### config.mk
export PLATFORM = sky130hd
export DESIGN_NAME = game_timer
export DESIGN_NICKNAME = d
export VERILOG_FILES = /design/src/rtl/game_pkg.sv /design/src/rtl/tick_prescaler.sv /design/src/rtl/game_timer.sv
export SDC_FILE = /design/constraint.sdc
export NUM_CORES = 1
export LEC_CHECK = 0
export ABC_AREA = 1
export BUFFER_PORTS_ARGS = -buffer_cell sky130_fd_sc_hd__buf_2
export CAP_MARGIN = 20
export CORE_ASPECT_RATIO = 0.8
export CORE_MARGIN = 4
export CORE_UTILIZATION = 42
export DETAILED_ROUTE_END_ITERATION = 10
export PLACE_DENSITY = 0.68
export SETUP_SLACK_MARGIN = 0.3
export SLEW_MARGIN = 10
export SYNTH_ARGS = -nofsm -noshare
export SYNTH_HDL_FRONTEND = slang
export SYNTH_HIERARCHICAL = 1
export SYNTH_SLANG_ARGS = --single-unit
### constraint.sdc
create_clock -name Clk -period 4.9 [get_ports Clk]
set_input_delay 0.98 -clock Clk [delete_from_list [all_inputs] [get_ports Clk]]
set_output_delay 0.98 -clock Clk [all_outputs]
set_load 0.03 [all_outputs]
### src/rtl/game_pkg.sv
// Shared game constants and the one-hot timer state encoding used by game_timer and the game-state FSM.
package game_pkg;

    localparam int MAX_TIME = 120;
    localparam int MIN_W    = 8;
    localparam int MIN_SAT  = 255;

    typedef enum logic [3:0] {
        ST_STOPPED = 4'b0001,
        ST_RUNNING = 4'b0010,
        ST_PAUSED  = 4'b0100,
        ST_EXPIRED = 4'b1000
    } timer_state_e;

endpackage

### src/rtl/tick_prescaler.sv
// Divides Clk by TICKS_PER_MIN while en is high; terminal is combinational, high on the wrapping cycle.
// clr has priority over en; warp makes every enabled cycle terminal and holds the counter at 0.
module tick_prescaler #(
    parameter int TICKS_PER_MIN = 100_000_000,
    parameter int PRESCALE_W    = 27
) (
    input  logic Clk,
    input  logic Reset,
    input  logic en,
    input  logic clr,
    input  logic warp,
    output logic terminal
);

    localparam logic [PRESCALE_W-1:0] LAST = PRESCALE_W'(TICKS_PER_MIN - 1);

    logic [PRESCALE_W-1:0] cnt_q, cnt_d;

    assign terminal = en & (warp | (cnt_q == LAST));

    always_comb begin
        cnt_d = cnt_q;
        if (clr) begin
            cnt_d = '0;
        end else if (en) begin
            cnt_d = terminal ? '0 : cnt_q + 1'b1;
        end
    end

    always_ff @(posedge Clk or negedge Reset) begin
        if (!Reset) begin
            cnt_q <= '0;
        end else begin
            cnt_q <= cnt_d;
        end
    end

endmodule

### src/rtl/game_timer.sv
// Game-minute clock: saturating minutes count, one-cycle min_tick per increment, registered time_up; no backpressure.
// Optional GAME_TIMER_WARP_EN adds the Warp input (one minute per enabled cycle).
module game_timer
    import game_pkg::*;
#(
    parameter int TICKS_PER_MIN = 100_000_000,
    parameter int PRESCALE_W    = 27
) (
    input  logic             Clk,
    input  logic             Reset,
    input  logic             Start,
    input  logic             Clear,
    input  logic             Pause,
`ifdef GAME_TIMER_WARP_EN
    input  logic             Warp,
`endif
    output logic [MIN_W-1:0] minutes,
    output logic             min_tick,
    output logic             time_up,
    output logic             running
);

    timer_state_e     state_q, state_d;
    logic [MIN_W-1:0] minutes_q, minutes_d;
    logic             min_tick_q, min_tick_d;
    logic             time_up_q, time_up_d;
    logic             warp;
    logic             count_en;
    logic             terminal;

`ifdef GAME_TIMER_WARP_EN
    assign warp = Warp;
`else
    assign warp = 1'b0;
`endif

    // Clear/Start win over a coincident terminal count, so they also mask the enable.
    assign count_en = (state_q == ST_RUNNING) & ~Pause & ~Clear & ~Start;

    tick_prescaler #(
        .TICKS_PER_MIN (TICKS_PER_MIN),
        .PRESCALE_W    (PRESCALE_W)
    ) u_prescaler (
        .Clk      (Clk),
        .Reset    (Reset),
        .en       (count_en),
        .clr      (Clear | Start),
        .warp     (warp),
        .terminal (terminal)
    );

    always_comb begin
        state_d    = state_q;
        minutes_d  = minutes_q;
        min_tick_d = 1'b0;
        if (Clear) begin
            state_d   = ST_STOPPED;
            minutes_d = '0;
        end else if (Start) begin
            state_d   = ST_RUNNING;
            minutes_d = '0;
        end else begin
            case (state_q)
                ST_RUNNING: begin
                    if (Pause) begin
                        state_d = ST_PAUSED;
                    end else if (terminal && (minutes_q != MIN_W'(MIN_SAT))) begin
                        minutes_d  = minutes_q + 1'b1;
                        min_tick_d = 1'b1;
                        if (minutes_q == MIN_W'(MIN_SAT - 1)) begin
                            state_d = ST_EXPIRED;
                        end
                    end
                end
                ST_PAUSED: begin
                    if (!Pause) begin
                        state_d = ST_RUNNING;
                    end
                end
                default: begin
                end
            endcase
        end
        time_up_d = (minutes_d >= MIN_W'(MAX_TIME));
    end

    always_ff @(posedge Clk or negedge Reset) begin
        if (!Reset) begin
            state_q    <= ST_STOPPED;
            minutes_q  <= '0;
            min_tick_q <= 1'b0;
            time_up_q  <= 1'b0;
        end else begin
            state_q    <= state_d;
            minutes_q  <= minutes_d;
            min_tick_q <= min_tick_d;
            time_up_q  <= time_up_d;
        end
    end

    assign minutes  = minutes_q;
    assign min_tick = min_tick_q;
    assign time_up  = time_up_q;
    assign running  = (state_q == ST_RUNNING);

endmodule

==> impl_metrics.xml <==
<?xml version="1.0" encoding="UTF-8"?>
<metrics>
  <group name="outcome">
    <metric name="run_status" unit="">complete, no violations</metric>
  </group>
  <group name="setup_path">
    <metric name="startpoint_type" unit="">input pin</metric>
    <metric name="worst_ep_required_time" unit="ns">5.12</metric>
    <metric name="setup.worst_path.class" unit="">input pin to register</metric>
    <metric name="crit_path_max_fo" unit="">13</metric>
    <metric name="reg2reg_depth" unit="">13</metric>
    <metric name="critical_path.endpoint_type" unit="">register</metric>
    <metric name="worst-endpoint-arrival" unit="ns">3.69</metric>
  </group>
  <group name="cells_and_area">
    <metric name="final_net_count" unit="">422</metric>
    <metric name="drive_gt1_share" unit="%">11.81</metric>
    <metric name="instances_no_fill" unit="">496</metric>
    <metric name="fillerInstances" unit="">630</metric>
    <metric name="seq_area" unit="µm²">1027</metric>
    <metric name="n_diodes" unit="">0</metric>
    <metric name="synth_to_layout_area_growth" unit="%">9.779</metric>
    <metric name="multi_input_area" unit="µm²">1448</metric>
    <metric name="layout.cell_area.non_filler" unit="µm²">2978</metric>
    <metric name="final_core_utilization" unit="%">48.82</metric>
  </group>
  <group name="power">
    <metric name="static-leakage-power" unit="nW">1.410</metric>
    <metric name="power_per_cell_area" unit="nW/µm²">221.2</metric>
    <metric name="power.ir.vdd_worst" unit="µV">133.0</metric>
    <metric name="p_total" unit="mW">0.6587</metric>
  </group>
  <group name="grt">
    <metric name="grt_overflow" unit="">0</metric>
    <metric name="grtUsageTotal" unit="%">16.61</metric>
    <metric name="grt_pass1_wl" unit="mm">10.65</metric>
    <metric name="maximum_number_of_pins_on_one_net_before_global_route_repair" unit="">42</metric>
    <metric name="vias_in_the_first_global_route" unit="">2253</metric>
    <metric name="initial_antenna_violation_count" unit="">0</metric>
  </group>
  <group name="logic_synthesis">
    <metric name="post_synth.cell_area_avg" unit="µm²">6.867</metric>
    <metric name="synth_flop_cell" unit="">sky130_fd_sc_hd__dfrtp_1</metric>
    <metric name="synth.top_cells.by_area" unit="">sky130_fd_sc_hd__dfrtp_1 (37%), sky130_fd_sc_hd__nand2_1 (15%), sky130_fd_sc_hd__nor2_1 (11%), sky130_fd_sc_hd__inv_1 (7.3%), sky130_fd_sc_hd__nand3_1 (5.7%)</metric>
    <metric name="synth.cells.most_frequent" unit="">sky130_fd_sc_hd__nand2_1 (105), sky130_fd_sc_hd__nor2_1 (79), sky130_fd_sc_hd__inv_1 (53)</metric>
    <metric name="synth_warnings" unit="">6</metric>
    <metric name="synthArstFlopShare" unit="%">100.0</metric>
    <metric name="distinct_cells_synth" unit="">31</metric>
    <metric name="postSynthCellCount" unit="">395</metric>
    <metric name="netlist.top_cell.by_area" unit="">sky130_fd_sc_hd__dfrtp_1</metric>
    <metric name="most_repeated_cell_in_the_gate_level_netlist_after_synthesis" unit="">sky130_fd_sc_hd__nand2_1</metric>
    <metric name="synth_enable_flop_cells" unit="">0</metric>
    <metric name="seq_area_frac_synth" unit="%">37.87</metric>
    <metric name="synth_area" unit="µm²">2713</metric>
    <metric name="synth.ff_latch_count" unit="">41</metric>
    <metric name="synth_largest_type_area_fraction" unit="%">36.90</metric>
  </group>
  <group name="place">
    <metric name="post-place-ws" unit="ns">1.162</metric>
    <metric name="dpl.hpwl" unit="mm">4.577</metric>
    <metric name="placement.cell_area" unit="µm²">2861</metric>
    <metric name="port-buffer-count" unit="">15</metric>
    <metric name="gpl.final_weighted_congestion" unit="">0.9194</metric>
    <metric name="place_inst" unit="">488</metric>
  </group>
  <group name="timing">
    <metric name="final.setup.tns" unit="ns">0</metric>
    <metric name="tightestPinTransition" unit="ns">0.9044</metric>
    <metric name="fmax" unit="MHz">288.4</metric>
    <metric name="finalWorstSetupSlack" unit="ns">1.433</metric>
    <metric name="period_share" unit="%">70.76</metric>
    <metric name="maximum_clock_skew_at_final_layout" unit="ns">0.01015</metric>
    <metric name="timing_hold_violations_final" unit="">0</metric>
    <metric name="count_of_pins_over_their_slew_limit" unit="">0</metric>
    <metric name="hold-worst-slack" unit="ns">0.4840</metric>
    <metric name="timing.final.crit_period" unit="ns">3.467</metric>
    <metric name="timing.final.setup_violations" unit="">0</metric>
    <metric name="unrepaired_setup_endpoints_after_global_routing" unit="">no</metric>
    <metric name="relSlewSlack" unit="%">39.71</metric>
  </group>
  <group name="clock_network">
    <metric name="tritoncts.num_buffers" unit="">5</metric>
    <metric name="cts.sink_count" unit="">41</metric>
    <metric name="postCtsSetupRepairBufs" unit="">0</metric>
    <metric name="cts_tree" unit="">yes</metric>
    <metric name="max-clock-path-buffers" unit="">2</metric>
    <metric name="cts_hold_buffers" unit="">0</metric>
    <metric name="root_buffer" unit="">sky130_fd_sc_hd__clkbuf_8</metric>
    <metric name="clkSlewWorstSetupHoldPaths" unit="ns">0.08</metric>
    <metric name="worst_skew_pair.late_latency" unit="ns">0.29</metric>
    <metric name="post_cts_resize_count" unit="">0</metric>
    <metric name="cts.htree.levels" unit="">2</metric>
  </group>
  <group name="die">
    <metric name="floorplan.io_pins" unit="">16</metric>
    <metric name="fp.coreArea" unit="µm²">6100</metric>
    <metric name="row_count" unit="">25</metric>
    <metric name="die_area" unit="µm²">7816</metric>
    <metric name="floorplan.initialDensity" unit="%">44.47</metric>
    <metric name="dieHeight" unit="µm">79.88</metric>
    <metric name="floorplan.die.width" unit="µm">97.85</metric>
  </group>
  <group name="route">
    <metric name="route.detailed.vias_per_inst" unit="">5.014</metric>
    <metric name="dr_wl_cell" unit="µm">12.20</metric>
    <metric name="dr.first_iter.drc_count" unit="">163</metric>
    <metric name="antenna_left" unit="">0</metric>
    <metric name="drt-pass1-iter-count" unit="">4</metric>
    <metric name="wl" unit="mm">6.050</metric>
    <metric name="drc_errors" unit="">0</metric>
    <metric name="route.vias.total" unit="">2487</metric>
  </group>
  <group name="flow_run">
    <metric name="maxCapViolCount" unit="">0</metric>
  </group>
  <group name="hold_path">
    <metric name="min-delay-path-class" unit="">register to register</metric>
    <metric name="timing.hold.worst_path_depth" unit="">2</metric>
  </group>
</metrics>
[metal layers]
metal | part of all wire (%) | global-route usage (%) | wire length (µm)
met3 | 5.1 | 3.057 | 310
met1 | 52 | 25.00 | 3167
met4 | 0.76 | 3.734 | 46
met2 | 42 | 24.59 | 2525
met5 | 0 | 0 | 0
[final cells by class]
type                       count  area share, %
timing repair buffer          15          2.521
inverter                      56          7.059
clock buffer                   7          2.899
tap                           81          3.403
multi-input combinational    295          48.61
clock inverter                 1          1.008
sequential                    41          34.50
[final timing paths]
check	slack, ns	start	end
min	0.48	state_q[0]	state_q[0]
min in group asynchronous	0.82	Reset	u_prescaler/cnt_q[4]
max reg2reg	2.29	state_q[0]	u_prescaler/cnt_q[12]
min reg2reg	0.48	state_q[0]	state_q[0]
max in group asynchronous	3.51	Reset	u_prescaler/cnt_q[19]
max	1.43	Clear	u_prescaler/cnt_q[12]
[cells by family (layout without fill, tap and decap cells)]
family | count (synthesis) | after routing | share of synthesized area, %
compound gates | 21 | 21 | 4.382
xor+xnor | 13 | 13 | 4.197
fa+ha+maj | 3 | 3 | 1.384
buf+inv | 60 | 79 | 8.902
flops | 41 | 41 | 37.87
other cells | 1 | 2 | 0.1382
simple gates | 256 | 256 | 43.13
[placed cells by master, fill, tap and decap left out, drive strengths merged, types with 2 or more instances in the layout]
master	synthesis	routed
a21oi	3	3
xnor2	4	4
nor2	88	88
nor3	4	4
conb	1	2
nand3b	2	2
xor2	9	9
nand4	11	11
buf	4	15
inv	56	56
dfrtp	40	40
o21ai	14	14
o21bai	3	3
ha	3	3
nand3	33	33
nand2	116	116
clkbuf	0	7
[registers in the layout (all words and copies together) (netlist names)]
signal,flops
u_prescaler/cnt_q,27
minutes,8
state_q,4
min_tick,1
time_up,1
[report_power, final]
part / leakage [nW] / total, mW / switching [mW] / internal [mW]
registers: 0.568 / 0.343 / 0.00248 / 0.341
logic: 0.784 / 0.0366 / 0.0285 / 0.00807
clock network: 0.0585 / 0.279 / 0.113 / 0.166
total: 1.41 / 0.659 / 0.144 / 0.515
[worst max-delay path, cell delays in order]
cell and delay, ns:
sky130_fd_sc_hd__buf_2 0.10, sky130_fd_sc_hd__nor2_1 0.63, sky130_fd_sc_hd__inv_1 0.26, sky130_fd_sc_hd__nor2_2 0.37, sky130_fd_sc_hd__nor2_1 0.27, sky130_fd_sc_hd__inv_1 0.40, sky130_fd_sc_hd__nand2_1 0.15, sky130_fd_sc_hd__nor2_1 0.14
sky130_fd_sc_hd__nand2_1 0.08, sky130_fd_sc_hd__o21ai_0 0.14, sky130_fd_sc_hd__nand2_1 0.06, sky130_fd_sc_hd__nor2_1 0.09
(Power assumes the default switching activity.)
